## src/rtl/alu_cmd_sequencer.sv

```systemverilog
// Command-side driver for an N-bit combinational ALU: accepts one operation, drives the
// ALU for a cycle, captures the result with its flags and returns it over a handshake.
module alu_cmd_sequencer #(
    parameter int N  = 4,
    parameter int CW = 8
) (
    input  logic          clk,
    input  logic          rst,
    input  logic          cmd_valid,
    output logic          cmd_ready,
    input  logic [2:0]    cmd_op,
    input  logic [N-1:0]  cmd_a,
    input  logic [N-1:0]  cmd_b,
    input  logic          cmd_chain,
    output logic [N-1:0]  alu_a,
    output logic [N-1:0]  alu_b,
    output logic [2:0]    alu_sel,
    input  logic [N-1:0]  alu_result,
    input  logic          alu_cout,
    input  logic          alu_neg,
    input  logic          alu_zero,
    output logic          rsp_valid,
    input  logic          rsp_ready,
    output logic [N-1:0]  rsp_result,
    output logic          rsp_cout,
    output logic          rsp_neg,
    output logic          rsp_zero,
    output logic          rsp_err,
    output logic [CW-1:0] op_count,
    output logic [CW-1:0] err_count,
    output logic [1:0]    dbg_state
);

    // Handshakes: a command transfers on a rising edge where cmd_valid && cmd_ready;
    // a response transfers on a rising edge where rsp_valid && rsp_ready. Neither side
    // may withdraw or change its payload while valid is high and ready is low.

    typedef enum logic [1:0] {
        S_IDLE = 2'd0,
        S_EXEC = 2'd1,
        S_RESP = 2'd2
    } state_t;

    localparam logic [2:0] OP_ILLEGAL = 3'b111;

    state_t         state_q;
    logic           cmd_ready_q;
    logic           rsp_valid_q;
    logic [N-1:0]   alu_a_q;
    logic [N-1:0]   alu_b_q;
    logic [2:0]     alu_sel_q;
    logic           err_q;
    logic [N-1:0]   acc_q;
    logic [N-1:0]   rsp_result_q;
    logic           rsp_cout_q;
    logic           rsp_neg_q;
    logic           rsp_zero_q;
    logic           rsp_err_q;
    logic [CW-1:0]  op_count_q;
    logic [CW-1:0]  err_count_q;

    logic [CW-1:0]  op_count_d;
    logic [CW-1:0]  err_count_d;

    // op_count wraps naturally; err_count sticks at all-ones.
    always_comb begin
        op_count_d  = op_count_q + CW'(1);
        err_count_d = (&err_count_q) ? err_count_q : err_count_q + CW'(1);
    end

    always_ff @(posedge clk) begin
        if (rst) begin
            state_q      <= S_IDLE;
            cmd_ready_q  <= 1'b1;
            rsp_valid_q  <= 1'b0;
            alu_a_q      <= '0;
            alu_b_q      <= '0;
            alu_sel_q    <= '0;
            err_q        <= 1'b0;
            acc_q        <= '0;
            rsp_result_q <= '0;
            rsp_cout_q   <= 1'b0;
            rsp_neg_q    <= 1'b0;
            rsp_zero_q   <= 1'b0;
            rsp_err_q    <= 1'b0;
            op_count_q   <= '0;
            err_count_q  <= '0;
        end else begin
            case (state_q)
                S_IDLE: begin
                    if (cmd_valid) begin
                        alu_a_q     <= cmd_chain ? acc_q : cmd_a;
                        alu_b_q     <= cmd_b;
                        alu_sel_q   <= cmd_op;
                        err_q       <= (cmd_op == OP_ILLEGAL);
                        cmd_ready_q <= 1'b0;
                        state_q     <= S_EXEC;
                    end
                end
                S_EXEC: begin
                    // ALU inputs have been stable for this whole cycle; sample its outputs.
                    if (err_q) begin
                        rsp_result_q <= '0;
                        rsp_cout_q   <= 1'b0;
                        rsp_neg_q    <= 1'b0;
                        rsp_zero_q   <= 1'b0;
                        rsp_err_q    <= 1'b1;
                    end else begin
                        rsp_result_q <= alu_result;
                        rsp_cout_q   <= alu_cout;
                        rsp_neg_q    <= alu_neg;
                        rsp_zero_q   <= alu_zero;
                        rsp_err_q    <= 1'b0;
                        acc_q        <= alu_result;
                    end
                    rsp_valid_q <= 1'b1;
                    state_q     <= S_RESP;
                end
                S_RESP: begin
                    if (rsp_ready) begin
                        rsp_valid_q <= 1'b0;
                        cmd_ready_q <= 1'b1;
                        op_count_q  <= op_count_d;
                        if (rsp_err_q) begin
                            err_count_q <= err_count_d;
                        end
                        state_q     <= S_IDLE;
                    end
                end
                default: begin
                    rsp_valid_q <= 1'b0;
                    cmd_ready_q <= 1'b1;
                    state_q     <= S_IDLE;
                end
            endcase
        end
    end

    assign cmd_ready  = cmd_ready_q;
    assign rsp_valid  = rsp_valid_q;
    assign alu_a      = alu_a_q;
    assign alu_b      = alu_b_q;
    assign alu_sel    = alu_sel_q;
    assign rsp_result = rsp_result_q;
    assign rsp_cout   = rsp_cout_q;
    assign rsp_neg    = rsp_neg_q;
    assign rsp_zero   = rsp_zero_q;
    assign rsp_err    = rsp_err_q;
    assign op_count   = op_count_q;
    assign err_count  = err_count_q;
    assign dbg_state  = state_q;

endmodule

```

## config.mk

```make
export PLATFORM = sky130hd
export DESIGN_NAME = alu_cmd_sequencer
export DESIGN_NICKNAME = d
export VERILOG_FILES = /design/src/rtl/alu_cmd_sequencer.sv
export SDC_FILE = /design/constraint.sdc
export NUM_CORES = 1
export LEC_CHECK = 0
export ABC_CLOCK_PERIOD_IN_PS = 1900
export CAP_MARGIN = 20
export CORE_ASPECT_RATIO = 0.5
export CORE_UTILIZATION = 40
export DETAILED_ROUTE_END_ITERATION = 10
export PLACE_DENSITY_LB_ADDON = 0.12
export SLEW_MARGIN = 20
export SYNTH_ARGS = -nofsm -noshare
export SYNTH_HDL_FRONTEND = slang
export SYNTH_SLANG_ARGS = --single-unit
```

## constraint.sdc

```tcl
create_clock -name clk -period 1.9 [get_ports clk]
set_input_delay 0.285 -clock clk [delete_from_list [all_inputs] [get_ports clk]]
set_output_delay 0.285 -clock clk [all_outputs]
set_load 0.05 [all_outputs]
```

==> flow_metrics.tcl <==
set metrics [dict create \
    start_kind "register" \
    status "finished, final reports clean" \
    synth_top_cell_by_area "dfxtp_1" \
    placement_rows 16 \
    path_cells "clkdlybuf4s50_1" \
    yosysSeqAreaShare 0.501 \
    clock_path_buffers 2 \
    vdd_drop_max_mv 0.431 \
    finalSetupViolCount 0 \
    dp_hpwl_um 2700 \
    clock-sinks 44 \
    clock_latency_ps 280 \
    gr-total-overflow 0 \
    dr.pass1.iters 4 \
    r2r_slack_ps 340 \
    fin_crit_ps 1840 \
    tightest_slew_ps 521 \
    die_h_um 48.9 \
    cts_root_buffer "clkbuf_8" \
    die-width_um 95.8 \
    p_leak_nw 0.951 \
    synth_nets 226 \
    fin_util 0.621 \
    max_freq_ghz 0.543 \
    grt_pass1_vias 1443 \
    grt_pass1_wl_um 6290 \
    syn_avg_cell_area_um2 8.75 \
    drive_gt1_frac 0.0649 \
    p_per_area_mw_per_mm2 791 \
    drc 0 \
    fin_tns_setup_ps 0 \
    dp.cells 308 \
    diodes 0 \
    ys_seq_elements 44 \
    hold_ws_ps 456 \
    yosys_warnings 0 \
    layout_worst_path_cycle_share 0.970 \
    clk_pin_slew_ps 80 \
    crit_family "buffers and inverters" \
    drtIter0Drc 23 \
    maxSlewHeadroom 0.652 \
    path_class "register to output port" \
    initial_core_util 0.433 \
    antenna_found_initial 0 \
    postPlaceCellArea_mm2 0.00241 \
    hold_class "register to register" \
    drv_cap 0 \
    via_per_inst 4.92 \
    ant_nets 0 \
    wl_per_cell_um 11.9 \
    route.vias.total 1556 \
    synth_area_mm2 0.00176 \
    cts_buffers 5 \
    slowest_delay_ps 840 \
    rsz0062_at_grt "false" \
    cp.required_ps 1620 \
    skew_ps 4.65 \
    grtUsageTotal 0.170 \
    finalMaxSlewViolations 0 \
    cts_htree_levels 2 \
    arrival_ps 1560 \
    cts_tree "yes" \
    core_mm2 0.00406 \
    yosys-top-cells-area "dfxtp_1 (50%), a21oi_1 (8.0%), nand2_1 (6.6%)" \
    crit_path_max_fanout 7 \
    ys_types 35 \
    finish.net_count 286 \
    wirelength_um 3770 \
    syn2layout_area_growth_pct 43.5 \
    io_pins 62 \
    io_buffers 61 \
    finalHoldViolCount 0 \
    final_area_mm2 0.00252 \
    yosysTopAreaCellShare 0.501 \
    die-area_mm2 0.00468 \
    end_kind "output port" \
    ctsHoldBuffers 0 \
    path_buf_inv 1 \
    layoutNonFillerInstCount 316 \
    gp_congestion 0.777 \
    syn_inst 201 \
    crit_slowest_cell "clkdlybuf4s50_1" \
    grt_max_degree 45 \
]
-- kinds of logic after synthesis --
logic type / Yosys count / share of synthesized area
muxes: 6 / 0.0341
adders and majority gates: 2 / 0.0142
xor gates and xnor gates: 7 / 0.0349
AOI/OAI and AO/OA: 45 / 0.146
DFF: 44 / 0.501
buffers and inverters: 14 / 0.0427
and+or+nand+nor: 83 / 0.228
-- metrics by stage --
| stage | setup slack, ps | total power, mW |
|---|---|---|
| 2_1_floorplan | 164 | 1.20 |
| 3_3_place_gp | 97.0 | 1.33 |
| 3_5_place_dp | 45.1 | 1.33 |
| 4_1_cts | 26.4 | 2.02 |
| 5_1_grt | 10.1 | 2.09 |
| 6_report | 57.4 | 2.00 |
-- repair_timing --
action | in CTS | in global routing
endpoints found under the setup margin | 0 | 2
gates resized for setup | 0 | 2
hold endpoints to repair | 0 | 0
setup buffers | 0 | 0
-- final cells by class --
type,count,area [um^2]
Clock buffer,6,72.6
Clock inverter,2,35.0
Fill cell,362,1540
Tap cell,54,67.6
Multi-Input combinational cell,143,803
Inverter,1,3.75
Sequential cell,44,881
Timing Repair Buffer,66,661
-- synth_stat cells --
| cell type | count |
|---|---|
| xnor2_1 | 3 |
| buf_2 | 2 |
| o21bai_4 | 1 |
| inv_1 | 1 |
| or4_1 | 3 |
| nand2b_1 | 2 |
| clkbuf_1 | 7 |
| dlymetal6s2s_1 | 1 |
| xor2_1 | 4 |
| and3_1 | 1 |
| buf_4 | 1 |
| a21oi_1 | 28 |
| nand4_2 | 1 |
| nand4_1 | 4 |
| nand2_1 | 31 |
| o21ai_0 | 7 |
| ha_1 | 2 |
| nor2_1 | 21 |
| a211oi_1 | 4 |
| nand4b_1 | 1 |
| nor3_1 | 3 |
| or3_1 | 3 |
| mux2i_1 | 6 |
| buf_6 | 1 |
| nand3_1 | 5 |
| o21ai_1 | 2 |
| or3_2 | 1 |
| nor2b_1 | 1 |
| nor3b_1 | 3 |
| dfxtp_1 | 44 |
| buf_1 | 1 |
| o31ai_1 | 3 |
| and3b_1 | 1 |
| and2_1 | 1 |
| nand3b_1 | 1 |
-- worst min-delay path, stage by stage, from the launching register on --
cell,delay (ps)
dfxtp_1,310
nand2_1,50
a21oi_1,50
-- where the power goes --
group          switching, mW  internal, mW  leakage, nW
Clock                  0.300         0.390       0.0552
Combinational          0.193         0.131        0.537
Sequential            0.0230         0.958        0.358
Total                  0.517          1.48        0.951
-- routing by layer --
metal / wire, um / GRT usage
met2: 1740 / 0.292
met1: 1780 / 0.206
met3: 260 / 0.0748
met5: 0 / 0
met4: 0 / 0.0149
-- registers in the layout, indices dropped and copies added, names as in the netlist --
register    cells
err_count       8
op_count        8
acc_q           4
alu_a           4
alu_b           4
rsp_result      4
alu_sel         3
dbg_state       2
cmd_ready       1
err_q           1
rsp_cout        1
rsp_err         1
rsp_neg         1
rsp_valid       1
rsp_zero        1
-- layout by cell type, fill, tap and decap left out, types with 2 or more instances in the layout --
cell type / synthesis / routed
a211oi_1: 4 / 4
nand4_1: 4 / 4
buf_4: 1 / 6
clkdlybuf4s50_1: 0 / 57
ha_1: 2 / 2
nand2b_1: 2 / 2
nor2_1: 21 / 21
clkbuf_8: 0 / 5
nor3_1: 3 / 3
or3_1: 3 / 3
xor2_1: 4 / 4
nand3_1: 5 / 5
a21oi_1: 28 / 28
dfxtp_1: 44 / 44
o31ai_1: 3 / 3
dlymetal6s2s_1: 1 / 2
mux2i_1: 6 / 6
or4_1: 3 / 3
xnor2_1: 3 / 3
nor3b_1: 3 / 3
nand2_1: 31 / 31
o21ai_0: 7 / 7
o21ai_1: 2 / 2
-- final timing paths --
| check | endpoint | start | depth (start not counted) |
|---|---|---|---|
| worst max-delay path | err_count[2] | err_count[2]$_SDFFE_PP0P_ | 1 |
| worst min-delay path | alu_b[3]$_SDFFE_PP0P_ | alu_b[3]$_SDFFE_PP0P_ | 2 |
| worst max register to register | err_count[5]$_SDFFE_PP0P_ | dbg_state[0]$_SDFFE_PP0P_ | 4 |
| worst min register to register | alu_b[3]$_SDFFE_PP0P_ | alu_b[3]$_SDFFE_PP0P_ | 2 |
(Power assumes the default switching activity.)
